--- src/rtl/reg_arb_pkg.sv ---
// ---------------------------------------------------------------------------
// reg_arb_pkg
//   Shared types for the register-bank arbiter: access FSM states and the
//   identity of the two requesters, plus a helper that returns the opposite
//   requester (used by the round-robin tie-break).
// ---------------------------------------------------------------------------
package reg_arb_pkg;

    // Access sequencer: accept a request, perform it, report completion.
    typedef enum logic [1:0] {
        IDLE   = 2'd0,
        ACCESS = 2'd1,
        RESP   = 2'd2
    } state_t;

    // Requester identity: A is the SPI wrapper side, B is local on-chip logic.
    typedef enum logic {
        REQ_A = 1'b0,
        REQ_B = 1'b1
    } req_id_t;

    function automatic req_id_t other_id(input req_id_t id);
        return (id == REQ_A) ? REQ_B : REQ_A;
    endfunction

endpackage : reg_arb_pkg

--- src/rtl/rr_arbiter_2.sv ---
// ---------------------------------------------------------------------------
// rr_arbiter_2
//   Purely combinational two-way round-robin pick. A lone request always
//   wins; when both request, the requester that was NOT granted last wins.
//   The last-grant history flop is owned by the caller.
//
//   Ports
//     i_a_req       in   1          requester A wants the bank
//     i_b_req       in   1          requester B wants the bank
//     i_last_grant  in   req_id_t   requester granted most recently
//     o_grant       out  req_id_t   selected requester (meaningful when o_valid)
//     o_valid       out  1          at least one request is pending
// ---------------------------------------------------------------------------
module rr_arbiter_2
    import reg_arb_pkg::*;
(
    input  logic    i_a_req,
    input  logic    i_b_req,
    input  req_id_t i_last_grant,
    output req_id_t o_grant,
    output logic    o_valid
);

    // NOTE: every output of a combinational block gets a default before any
    // branch; a path that leaves a signal unassigned would infer a latch.
    always_comb begin
        o_grant = REQ_A;
        o_valid = i_a_req | i_b_req;
        if (i_a_req && i_b_req) begin
            o_grant = other_id(i_last_grant);
        end else if (i_b_req) begin
            o_grant = REQ_B;
        end
    end

endmodule : rr_arbiter_2

--- src/rtl/reg_bank_arbiter.sv ---
// ---------------------------------------------------------------------------
// reg_bank_arbiter
//   Shares one register bank between two requesters. The bank holds
//   NUM_REGS read/write config registers (stored here) and NUM_REGS
//   read-only status registers (supplied from outside). Addresses below
//   NUM_REGS select config, the next NUM_REGS select status, anything above
//   is out of range.
//
//   Each access takes three cycles: IDLE (arbitrate and latch the winner's
//   request), ACCESS (perform the read/write), RESP (winner sees a one-cycle
//   ack). ena=0 freezes every flop; rstb=0 at a clock edge aborts whatever
//   is in flight and restores reset values.
//
//   Ports
//     clk          in   1                   clock
//     rstb         in   1                   synchronous reset, active low
//     ena          in   1                   0 = hold all state
//     a_req        in   1                   A request level, held until a_ack
//     a_we         in   1                   A 1=write 0=read
//     a_addr       in   ADDR_W              A register address
//     a_wdata      in   REG_WIDTH           A write data
//     a_ack        out  1                   A one-cycle completion pulse
//     a_err        out  1                   A error flag, valid with a_ack
//     a_rdata      out  REG_WIDTH           A read data, updated with a read's ack
//     b_*                                   same set for requester B
//     status_regs  in   NUM_REGS*REG_WIDTH  status bank, reg i at [i*REG_WIDTH +: REG_WIDTH]
//     config_regs  out  NUM_REGS*REG_WIDTH  config bank, same packing
// ---------------------------------------------------------------------------
module reg_bank_arbiter
    import reg_arb_pkg::*;
#(
    parameter int                   NUM_REGS  = 8,
    parameter int                   REG_WIDTH = 8,
    parameter int                   ADDR_W    = $clog2(2 * NUM_REGS),
    parameter logic [REG_WIDTH-1:0] CFG_RESET = '0
) (
    input  logic                          clk,
    input  logic                          rstb,
    input  logic                          ena,

    input  logic                          a_req,
    input  logic                          a_we,
    input  logic [ADDR_W-1:0]             a_addr,
    input  logic [REG_WIDTH-1:0]          a_wdata,
    output logic                          a_ack,
    output logic                          a_err,
    output logic [REG_WIDTH-1:0]          a_rdata,

    input  logic                          b_req,
    input  logic                          b_we,
    input  logic [ADDR_W-1:0]             b_addr,
    input  logic [REG_WIDTH-1:0]          b_wdata,
    output logic                          b_ack,
    output logic                          b_err,
    output logic [REG_WIDTH-1:0]          b_rdata,

    input  logic [NUM_REGS*REG_WIDTH-1:0] status_regs,
    output logic [NUM_REGS*REG_WIDTH-1:0] config_regs
);

    localparam int CFG_IDX_W = (NUM_REGS > 1) ? $clog2(NUM_REGS) : 1;

    // ------------------------------------------------------------------
    // State
    // ------------------------------------------------------------------
    state_t                r_state;
    state_t                w_state_next;

    req_id_t               r_last_grant;
    req_id_t               r_id;
    logic                  r_we;
    logic [ADDR_W-1:0]     r_addr;
    logic [REG_WIDTH-1:0]  r_wdata;

    logic [REG_WIDTH-1:0]  r_cfg [NUM_REGS];

    logic                  r_a_ack;
    logic                  r_a_err;
    logic [REG_WIDTH-1:0]  r_a_rdata;
    logic                  r_b_ack;
    logic                  r_b_err;
    logic [REG_WIDTH-1:0]  r_b_rdata;

    // ------------------------------------------------------------------
    // Combinational signals
    // ------------------------------------------------------------------
    req_id_t               w_grant;
    logic                  w_grant_valid;
    logic                  w_latch;
    logic                  w_do_access;
    logic                  w_finish;

    logic [31:0]           w_addr_ext;
    logic [31:0]           w_st_idx_ext;
    logic                  w_is_cfg;
    logic                  w_is_status;
    logic [CFG_IDX_W-1:0]  w_cfg_idx;
    logic [REG_WIDTH-1:0]  w_cfg_word;
    logic [REG_WIDTH-1:0]  w_status_word;
    logic [REG_WIDTH-1:0]  w_rd_word;
    logic                  w_acc_err;

    // ------------------------------------------------------------------
    // Arbitration
    // ------------------------------------------------------------------
    rr_arbiter_2 u_rr_arbiter_2 (
        .i_a_req      (a_req),
        .i_b_req      (b_req),
        .i_last_grant (r_last_grant),
        .o_grant      (w_grant),
        .o_valid      (w_grant_valid)
    );

    // ------------------------------------------------------------------
    // FSM
    // ------------------------------------------------------------------
    // NOTE: clocked state is always updated with non-blocking assignments so
    // every flop samples the values from before the edge, independent of
    // the order in which always blocks are evaluated.
    always_ff @(posedge clk) begin
        if (!rstb) begin
            r_state <= IDLE;
        end else if (ena) begin
            r_state <= w_state_next;
        end
    end

    always_comb begin
        w_state_next = r_state;
        w_latch      = 1'b0;
        w_do_access  = 1'b0;
        w_finish     = 1'b0;
        unique case (r_state)
            IDLE: begin
                if (w_grant_valid) begin
                    w_latch      = 1'b1;
                    w_state_next = ACCESS;
                end
            end
            ACCESS: begin
                w_do_access  = 1'b1;
                w_state_next = RESP;
            end
            RESP: begin
                w_finish     = 1'b1;
                w_state_next = IDLE;
            end
            default: begin
                w_state_next = IDLE;
            end
        endcase
    end

    // ------------------------------------------------------------------
    // Latched request of the current owner. Once granted, the access runs to
    // completion even if the requester drops its request line.
    // ------------------------------------------------------------------
    always_ff @(posedge clk) begin
        if (!rstb) begin
            r_last_grant <= REQ_B;  // makes A the winner of the first tie
            r_id         <= REQ_A;
            r_we         <= 1'b0;
            r_addr       <= '0;
            r_wdata      <= '0;
        end else if (ena && w_latch) begin
            r_last_grant <= w_grant;
            r_id         <= w_grant;
            if (w_grant == REQ_A) begin
                r_we    <= a_we;
                r_addr  <= a_addr;
                r_wdata <= a_wdata;
            end else begin
                r_we    <= b_we;
                r_addr  <= b_addr;
                r_wdata <= b_wdata;
            end
        end
    end

    // ------------------------------------------------------------------
    // Address decode and read mux
    // ------------------------------------------------------------------
    assign w_addr_ext   = 32'(r_addr);
    assign w_st_idx_ext = w_addr_ext - 32'(NUM_REGS);
    assign w_is_cfg     = (w_addr_ext < 32'(NUM_REGS));
    assign w_is_status  = !w_is_cfg && (w_addr_ext < 32'(2 * NUM_REGS));
    assign w_cfg_idx    = r_addr[CFG_IDX_W-1:0];
    assign w_cfg_word   = r_cfg[w_cfg_idx];

    always_comb begin
        w_status_word = '0;
        for (int i = 0; i < NUM_REGS; i++) begin
            if (w_st_idx_ext == 32'(i)) begin
                w_status_word = status_regs[i*REG_WIDTH +: REG_WIDTH];
            end
        end
    end

    // Out-of-range reads return zero; writes are only legal to config.
    assign w_rd_word = w_is_cfg    ? w_cfg_word    :
                       w_is_status ? w_status_word : '0;
    assign w_acc_err = r_we ? !w_is_cfg : !(w_is_cfg || w_is_status);

    // ------------------------------------------------------------------
    // Config storage
    // ------------------------------------------------------------------
    // NOTE: the config array is architectural state seen by the rest of the
    // chip, so every entry is reset explicitly rather than left as
    // uninitialised memory.
    always_ff @(posedge clk) begin
        if (!rstb) begin
            for (int i = 0; i < NUM_REGS; i++) begin
                r_cfg[i] <= CFG_RESET;
            end
        end else if (ena && w_do_access && r_we && w_is_cfg) begin
            r_cfg[w_cfg_idx] <= r_wdata;
        end
    end

    for (genvar g = 0; g < NUM_REGS; g++) begin : g_cfg_pack
        assign config_regs[g*REG_WIDTH +: REG_WIDTH] = r_cfg[g];
    end

    // ------------------------------------------------------------------
    // Per-port response flops. Ack/err are loaded at the end of ACCESS so
    // they are high during the RESP cycle only; read data changes together
    // with the ack of a read and is otherwise held.
    // ------------------------------------------------------------------
    always_ff @(posedge clk) begin
        if (!rstb) begin
            r_a_ack   <= 1'b0;
            r_a_err   <= 1'b0;
            r_a_rdata <= '0;
            r_b_ack   <= 1'b0;
            r_b_err   <= 1'b0;
            r_b_rdata <= '0;
        end else if (ena) begin
            if (w_do_access) begin
                r_a_ack <= (r_id == REQ_A);
                r_a_err <= (r_id == REQ_A) && w_acc_err;
                r_b_ack <= (r_id == REQ_B);
                r_b_err <= (r_id == REQ_B) && w_acc_err;
                if (!r_we) begin
                    if (r_id == REQ_A) begin
                        r_a_rdata <= w_rd_word;
                    end else begin
                        r_b_rdata <= w_rd_word;
                    end
                end
            end else if (w_finish) begin
                r_a_ack <= 1'b0;
                r_a_err <= 1'b0;
                r_b_ack <= 1'b0;
                r_b_err <= 1'b0;
            end
        end
    end

    assign a_ack   = r_a_ack;
    assign a_err   = r_a_err;
    assign a_rdata = r_a_rdata;
    assign b_ack   = r_b_ack;
    assign b_err   = r_b_err;
    assign b_rdata = r_b_rdata;

endmodule : reg_bank_arbiter

--- config.mk ---
export PLATFORM = sky130hd
export DESIGN_NAME = reg_bank_arbiter
export DESIGN_NICKNAME = d
export VERILOG_FILES = /design/src/rtl/reg_arb_pkg.sv /design/src/rtl/rr_arbiter_2.sv /design/src/rtl/reg_bank_arbiter.sv
export SDC_FILE = /design/constraint.sdc
export NUM_CORES = 1
export LEC_CHECK = 0
export ABC_AREA = 1
export CAP_MARGIN = 20
export CORE_ASPECT_RATIO = 1.2
export CORE_UTILIZATION = 49
export CTS_CLUSTER_DIAMETER = 150
export CTS_CLUSTER_SIZE = 28
export DETAILED_ROUTE_END_ITERATION = 16
export PLACE_DENSITY = 0.86
export SYNTH_ARGS = -nofsm -noshare
export SYNTH_HDL_FRONTEND = slang
export SYNTH_SLANG_ARGS = --single-unit
--- constraint.sdc ---
create_clock -name clk -period 5.8 [get_ports clk]
set_input_delay 0.58 -clock clk [delete_from_list [all_inputs] [get_ports clk]]
set_output_delay 0.58 -clock clk [all_outputs]
set_load 0.02 [all_outputs]
==> reports/qor.yml, run 1 <==
outcome:
  status: "complete, no violations"
floorplanning:
  num_rows: 40
  num_io_pins: 179
  die_h_um: 115
  initial_utilization_pct: 51.1
  fp.dieW_um: 96.0
  core_um2: 10200
  die-area_um2: 11000
cts:
  cts_hold_buf: 0
  h-tree-depth: 3
  cts_resized: 0
  insertion_delay_ns: 0.35
  cts_sinks: 104
  clock_path_buffers: 2
  root_buffer: "clkbuf_16"
  cts_setup_buffers: 0
  cts-buffers-inserted: 9
  clk_pin_slew_ns: 0.07
  cts_tree: "built"
sta:
  fmax_mhz: 290
  hold_violations: 0
  setup_viol: 0
  hold_ws_ns: 0.482
  tns_ns: 0
  rsz0062_at_grt: "no"
  period_needed_ns: 3.44
  slew-limit-headroom_pct: 36.3
  fin_ws_ns: 2.36
  finalCritPeriodShare_pct: 59.4
  slew_viol_final: 0
  finClkSkew_ns: 0.00868
  tightestPinTransition_ns: 0.954
routing:
  drcViolationCount: 0
  first_pass_iters: 7
  wl_per_cell_um: 17.6
  via_count: 5265
  final_antenna_net_count: 0
  wirelength_um: 16600
  routed_via_density: 5.58
  drtIter0Drc: 566
synthesis:
  yosysSeqAreaShare_pct: 52.4
  synth_ff_type: "edfxtp_1"
  synth_edf_count: 64
  syn_area_per_cell_um2: 8.06
  synth_seq_cells: 104
  yosys_warnings: 0
  async_flop_share_pct: 0
  synth.net_count: 741
  synth_cell_types: 31
  syn_area_um2: 5190
  synthCells: 644
global_routing:
  grt_pass1_wl_um: 24600
  antenna_found_initial: 0
  gr-usage-all-layers_pct: 30.5
  overflow: 0
  grt_max_degree: 34
  grt_pass1_vias: 4824
placed_design:
  dp_hpwl_um: 12700
  port_buffers: 178
  dp_slack_ns: 2.13
  gp_congestion: 0.944
critical_path:
  crit_path_cell_trace: "clkdlybuf4s50_1, inv_2, nor4_4, inv_2, nor2_8, nand2_4, nand2_1"
  slowest_stage: "clkdlybuf4s50_1"
  critPathLaunchType: "input pin"
  path_class: "in2reg"
  crit_fanout: 24
  arrival_ns: 3.45
  cp-end-kind: "register"
  critical_path.top_delay_family: "buffers and inverters"
  critPathMostFrequentCell: "inv_2"
  path_buf_inv: 3
  critical_path.max_stage_delay_ns: 1.03
  required_ns: 5.81
finish:
  area_growth_pct: 41.1
  multiInputGateArea_um2: 2120
  final-seq-area_um2: 2720
  fin_util_pct: 72.1
  nets: 909
  diodes: 0
  fill_cells: 776
  drive_above_1_share_pct: 5.02
power:
  power_density_nw_per_um2: 242
  power_leakage_uw: 0.00293
  ir_drop_uv: 192
worst_hold_path:
  hold_class: "reg2reg"
flow_run:
  drv_cap: 0
## kinds of logic after synthesis
group / share of synthesized area, %
AOI/OAI and AO/OA: 9.52
buffers and inverters: 6.75
and+or+nand+nor: 30.8
DFF: 52.4
adders and majority gates: 0.482
## cells in the final DEF (no fill, tap or decap)
master           instances
a21oi_1                 10
a31oi_1                 13
buf_4                    2
clkbuf_16                9
clkdlybuf4s50_1        178
clkinv_1                 2
clkinv_4                 3
clkinvlp_4               2
dfxtp_1                 40
edfxtp_1                64
ha_1                     2
inv_1                   60
inv_2                    5
inv_8                    1
nand2_1                114
nand2_2                  1
nand2_4                  4
nand3_1                 40
nand3_2                  4
nand3b_1                 1
nand4_1                 11
nor2_1                 177
nor2_2                   2
nor2_4                   2
nor2_8                   1
nor3_1                   1
nor3_2                   1
nor4_4                   3
o211ai_1                12
o21a_1                   1
o21ai_0                 46
o221ai_1                 4
or2_2                    1
## cell usage after synthesis, types with 2 or more instances
cell type  number  share of area (%)
o221ai_1        4               0.67
edfxtp_1       64                 37
buf_2           5               0.48
nand3_1        40                3.9
o211ai_1       12                1.7
inv_1          60                4.3
inv_2           5               0.36
dfxtp_1        40                 15
a31oi_1        13                1.6
nand4_1        11                1.3
o21ai_0        46                4.4
nand3_2         4               0.77
buf_4           2               0.29
nor2_4          2               0.43
ha_1            2               0.48
clkbuf_2        2               0.19
a21oi_1        10               0.96
nor4_4          3                1.2
nand2_1       114                8.2
nor2_1        177                 13
nor2_2          2               0.24
nand2_4         4               0.87
clkbuf_1       14                1.0
## sequential cells by signal, indices dropped and copies added (netlist names), named ones only
signal	flops
b_err	1
r_addr	4
b_rdata	8
b_ack	1
r_wdata	8
r_last_grant	1
r_state	2
r_we	1
r_id	1
a_ack	1
r_cfg	64
a_err	1
a_rdata	8
## path summary, 6_finish.rpt
kind              startpoint          end  slack, ns  cells after the start
setup / recovery        rstb  r_cfg[6][7]       2.36                      7
hold / removal         a_err        a_err       0.48                      2
setup reg to reg   r_addr[3]  r_cfg[6][7]       3.18                      7
hold reg to reg        a_err        a_err       0.48                      2
## stage by stage
| stage | instance area [um2] | std cells | total power (uW) |
|---|---|---|---|
| finish | 7330 | 943 | 1770 |
| global route | 7330 | 943 | 1830 |
| CTS | 7330 | 943 | 1760 |
| detailed placement | 7040 | 927 | 1210 |
| global placement | 7040 | 927 | 1200 |
| floorplan | 5190 | 644 | 1040 |
## per-layer routing
layer / GRT usage, % / share of wire (%)
met5: 0 / 0
met3: 4.43 / 9.2
met2: 51.8 / 50
met1: 36.8 / 35
met4: 17.2 / 5.2
## worst reg2reg max path, stage by stage, from the launching register on
cell and delay, ns:
dfxtp_1 0.40, inv_1 0.45, nand2_2 0.13, nor4_4 0.56, inv_2 0.14, nor2_8 0.22
nand2_4 0.12, nand2_1 0.28
## layout make-up
cell class,count,area share [%]
flip-flops and latches,104,37.2
multi-input cells,451,28.9
inverters,66,3.38
clock buffers,9,3.07
well taps,126,2.15
clock inverters,7,0.769
repair buffers,180,24.5
## power breakdown
part,switching [uW],internal [uW]
logic,207,142
registers,40.2,816
clock network,272,295
total,520,1250
Power figures use the tool's default switching activity.
==> run 2: changes to the inputs <==
- CORE_UTILIZATION: 49 -> 46
- PLACE_DENSITY: 0.86 -> 0.81
- clock period: 5.8 -> 3.6 ns (I/O delays scaled with it)
==> run 2 against run 1 <==
Net effect: power increased by 62%; highest routed layer unchanged; sequential power increased by 60%; non-clock buffer count increased by 2; critical endpoint is now r_cfg[6][5].
==> reports/qor.yml, run 2 (synthesis results as in run 1) <==
finish:
  largest_reg_flops: 64  # unchanged
  final_cell_mix: "clkdlybuf4s50_1 (178), nor2_1 (177), nand2_1 (114)"
  final_common_cell: "clkdlybuf4s50_1"
  diodes: 0  # unchanged
  nets: 911  # +0.22%
  multiInputGateArea_um2: 2120  # unchanged
  fill_cells: 904  # +16%
  regMostFlops: "r_cfg"
  final-seq-area_um2: 2720  # unchanged
  drive_above_1_share_pct: 5.25  # +0.23 points
  area_growth_pct: 41.5
power:
  p_sw_uw: 844  # +62%
  power_leakage_uw: 0.00294  # +0.36%
  power_density_nw_per_um2: 391  # +61%
  p_seq_share_pct: 47.8  # -0.5 points
  intPower_uw: 2030  # +62%
  total_power_uw: 2870  # +62%
  p_sw_share_pct: 29.4  # +0.087 points
  clkPwrFrac_pct: 32.3  # +0.3 points
  ir_drop_uv: 322  # +68%
  comb_power_share_pct: 19.9  # +0.2 points
worst_hold_path:
  holdCritStartpoint: "b_err"
  hold_class: "reg2reg"
cts:
  cts_setup_buffers: 0  # unchanged
  cts_sinks: 104  # unchanged
  clock_path_buffers: 2  # unchanged
  clk_pin_slew_ns: 0.07  # about the same
  cts_tree: "built"
  cts_hold_buf: 0  # unchanged
  root_buffer: "clkbuf_16"
  cts-buffers-inserted: 9  # unchanged
  h-tree-depth: 3  # unchanged
  insertion_delay_ns: 0.35  # about the same
  cts_resized: 0  # unchanged
floorplanning:
  num_rows: 42  # +5.0%
  initial_utilization_pct: 47.1  # -4.1 points
  die_h_um: 118  # +3.2%
  die-area_um2: 11700  # +6.4%
  core_um2: 11000  # +8.6%
  fp.dieW_um: 99.0  # +3.1%
  num_io_pins: 179  # unchanged
critical_path:
  critPathLaunchType: "register"
  path_buf_inv: 2  # -1
  arrival_ns: 2.45  # -1.00 ns
  critical_path.max_stage_delay_ns: 0.43  # -0.60 ns
  worstReg2RegStart: "r_addr[3]"
  critical_path.top_delay_family: "simple AND/OR/NAND/NOR gates"
  crit_fanout: 12  # -50%
  crit_path_cell_trace: "inv_1, nand2_2, nor4_4, inv_2, nor2_8, nand2_4, nand2_1"
  crit_path_start: "r_addr[3]"
  slowest_stage: "nor4_4"
  cp-end-kind: "register"
  path_class: "reg2reg"
  required_ns: 3.61  # -2.20 ns
global_routing:
  met2_usage_pct: 50.0  # -1.8 points
  antenna_found_initial: 0  # unchanged
  grt_util_met1_pct: 33.5  # -3.3 points
  grt_pass1_vias: 4998  # +3.6%
  overflow: 0  # unchanged
  grt_pass1_wl_um: 25400  # +3.2%
  grt_most_used_layer: "met2"
  gr-usage-all-layers_pct: 28.6  # -1.9 points
  use_met3_pct: 4.61  # +0.18 points
  grt_max_degree: 34  # unchanged
routing:
  routed_via_density: 5.55  # -0.54%
  drcViolationCount: 0  # unchanged
  wirelength_um: 16400  # -1.0%
  final_antenna_net_count: 0  # unchanged
  wl_per_cell_um: 17.3  # -1.8%
  first_pass_iters: 6  # -1
  drtIter0Drc: 496  # -12%
  via_count: 5281  # +0.30%
sta:
  setup_viol: 0  # unchanged
  rsz0062_at_grt: "no"
  period_needed_ns: 2.44
  tns_ns: 0  # unchanged
  finClkSkew_ns: 0.00801  # -0.000666 ns
  slew-limit-headroom_pct: 36.0  # -0.33 points
  fmax_mhz: 410
  tightestPinTransition_ns: 0.959  # +0.00500 ns
  slew_viol_final: 0  # unchanged
  finalCritPeriodShare_pct: 67.8
  hold_violations: 0  # unchanged
outcome:
  status: "complete, no violations"
placed_design:
  port_buffers: 178  # unchanged
  dp_hpwl_um: 12600  # -0.44%
  gp_congestion: 0.906  # -4.0%
flow_run:
  drv_cap: 0  # unchanged
## run 2: per-stage QoR
stage	hold WS [ns]	cell area (um2)	util (%)	setup WS, ns	cells
after floorplan	0.442	5190	-	1.62	644
after CTS	0.471	7350	66.6	1.18	951
after detailed placement	0.461	7070	64.0	0.956	935
after global placement	0.461	7070	64.0	1.03	935
after global routing	0.502	7350	66.6	0.997	951
final	0.478	7350	66.6	1.16	951
## run 2: final cells by class
| cell class | count | area share (%) |
|---|---|---|
| flip-flops and latches | 104 | 37.1 |
| multi-input cells | 451 | 28.8 |
| repair buffers | 182 | 24.7 |
| inverters | 66 | 3.37 |
| clock buffers | 10 | 3.12 |
| well taps | 132 | 2.25 |
| clock inverters | 6 | 0.715 |
## run 2: power groups by stage
stage / combinational, uW / clock (uW) / sequential (uW)
floorplan: 270 / 0 / 1410
global placement: 548 / 0 / 1390
detailed placement: 559 / 0 / 1400
CTS: 562 / 927 / 1370
global route: 616 / 971 / 1380
finish: 571 / 927 / 1370
## run 2: worst register-to-register path, delay by kind of cell, from the launching register on
kind,cells,cell delay (ns)
buf+inv,2,0.55
flops,1,0.40
simple gates,5,1.15
## run 2: metal layers
metal,wire [um],part of all wire (%)
met3,1410,8.6
met4,694,4.2
met5,0,0
met1,5860,36
met2,8490,52
## run 2: worst paths after layout
check / endpoint / slack (ns) / depth (start not counted)
worst max-delay path: r_cfg[6][5] / 1.16 / 7
worst min-delay path: b_err / 0.48 / 2
worst max register to register: r_cfg[6][5] / 1.16 / 7
worst min register to register: b_err / 0.48 / 2
==> run 3: changes to the inputs <==
- CORE_UTILIZATION: 46 -> 41
- PLACE_DENSITY: 0.81 -> 0.76
- clock period: 3.6 -> 2.14 ns (I/O delays scaled with it)
==> run 3 against run 2 <==
Net effect: via count is 0.66% lower; utilization is 4.3 points lower; die area is 12% higher; combinational power is 77% higher; clock-buffer cell count is 4 higher; maximum frequency is 24% higher; first-iteration DRC count is 13% lower; power is 78% higher; critical path type unchanged; critical endpoint is now r_cfg[2][6]; largest cell class unchanged.
==> reports/qor.yml, run 3 (synthesis results as in run 1) <==
finish:
  design_area_um2: 7610  # +3.6%
  fill_cells: 1050  # +16%
  drive_above_1_share_pct: 7.76  # +2.5 points
  largest_reg_flops: 64  # unchanged
  nets: 930  # +2.1%
  diodes: 0  # unchanged
  regMostFlops: "r_cfg"
  final-seq-area_um2: 2720  # unchanged
  final_cell_mix: "clkdlybuf4s50_1 (178), nor2_1 (177), nand2_1 (111)"
  multiInputGateArea_um2: 2130  # +0.35%
  final_common_cell: "clkdlybuf4s50_1"
  area_growth_pct: 46.6
routing:
  drtIter0Drc: 432  # -13%
  first_pass_iters: 5  # -1
  routed_via_density: 5.25  # -5.4%
  wl_per_cell_um: 16.6  # -4.0%
  final_antenna_net_count: 0  # unchanged
  drcViolationCount: 0  # unchanged
  wirelength_um: 16600  # +0.85%
  via_count: 5246  # -0.66%
global_routing:
  overflow: 0  # unchanged
  antenna_found_initial: 0  # unchanged
  grt_pass1_vias: 4972  # -0.52%
  grt_pass1_wl_um: 25100  # -1.2%
  gr-usage-all-layers_pct: 25.0  # -3.6 points
  grt_max_degree: 33  # -2.9%
floorplanning:
  core_um2: 12200  # +11%
  die-area_um2: 13100  # +12%
  fp.dieW_um: 105  # +5.8%
  initial_utilization_pct: 42.5  # -4.6 points
  num_rows: 44  # +4.8%
  die_h_um: 125  # +5.8%
  num_io_pins: 179  # unchanged
power:
  power_leakage_uw: 0.00307  # +4.4%
  ir_drop_uv: 390  # +21%
  power_density_nw_per_um2: 672  # +72%
sta:
  tightestPinTransition_ns: 0.545  # -0.414 ns
  finClkSkew_ns: 0.00926  # +0.00125 ns
  slew-limit-headroom_pct: 63.5  # +28 points
  hold_violations: 0  # unchanged
  slew_viol_final: 0  # unchanged
  tns_ns: 0  # unchanged
  rsz0062_at_grt: "no"
  setup_viol: 0  # unchanged
  fmax_mhz: 507  # +24%
  finalCritPeriodShare_pct: 92.1  # +24 points
  period_needed_ns: 1.97  # -0.468 ns
cts:
  cts_tree: "built"
  insertion_delay_ns: 0.35  # about the same
  cts_setup_buffers: 0  # unchanged
  cts_resized: 0  # unchanged
  cts_sinks: 104  # unchanged
  h-tree-depth: 3  # unchanged
  root_buffer: "clkbuf_16"
  clock_path_buffers: 2  # unchanged
  cts_hold_buf: 0  # unchanged
  cts-buffers-inserted: 9  # unchanged
  clk_pin_slew_ns: 0.07  # about the same
critical_path:
  required_ns: 2.16  # -1.45 ns
  arrival_ns: 1.99  # -0.46 ns
  critPathLaunchType: "register"
  crit_fanout: 8  # -4
  cp-end-kind: "register"
  path_class: "reg2reg"
flow_run:
  drv_cap: 0  # unchanged
placed_design:
  dp_hpwl_um: 12800  # +1.4%
  gp_congestion: 0.905  # -0.11%
  postPlaceCellArea_um2: 7260  # +2.7%
  port_buffers: 178  # unchanged
worst_hold_path:
  hold_class: "in2reg"
outcome:
  status: "complete, no violations"
## run 3: cell count changes in the layout (fill, tap and decap cells not counted), sizes merged
cell / delta
inv: -2
bufinv: +1
clkinv: -1
clkbuf: +4
clkinvlp: -2
buf: +19
## run 3: routing by layer
metal	vias up	routed length, um	track usage, %	share of wire [%]
met2	295	8540	45.0	51
met4	0	711	12.8	4.3
li1	2496	-	-	-
met5	-	0	0	0
met3	50	1280	3.55	7.7
met1	2405	6050	28.7	36
## run 3: worst paths after layout
kind              startpoint     endpoint  slack, ns  cells past startpoint
hold / removal    b_wdata[4]   r_wdata[4]       0.43                      3
setup / recovery  r_state[1]  r_cfg[2][6]       0.17                      8
hold reg to reg        a_ack        a_ack       0.47                      2
setup reg to reg  r_state[1]  r_cfg[2][6]       0.17                      8
## run 3: layout make-up
cell class              instances  share of cell area, %
well taps                     161                   2.65
clock buffers                  14                   4.03
repair buffers                201                   25.8
clock inverters                 2                  0.510
flip-flops and latches        104                   35.8
multi-input cells             451                   27.9
inverters                      66                   3.25
## run 3: power by group
part / switching, uW / internal (uW) / leakage, uW
Clock: 694 / 1120 / 0.000170
Combinational: 598 / 414 / 0.00191
Sequential: 78.9 / 2210 / 0.000989
Total: 1370 / 3740 / 0.00307
## run 3: stage by stage
stage	total power, uW	setup slack [ns]	util (%)	cells	hold slack [ns]
floorplan	2820	0.163	-	644	0.352
global placement	3310	0.0896	59.4	983	0.463
detailed placement	3330	0.0407	59.4	983	0.467
CTS	5120	0.104	62.2	999	0.429
global route	5280	0.00344	62.3	999	0.448
finish	5110	0.169	62.3	999	0.427
## run 3: critical path, stage by stage (launching register included)
cell and delay, ns:
dfxtp_1 0.32, inv_1 0.08, ha_1 0.20, inv_2 0.11, nor4_4 0.34, inv_2 0.10, nor2_8 0.19, nand2_4 0.06
nand2_1 0.25
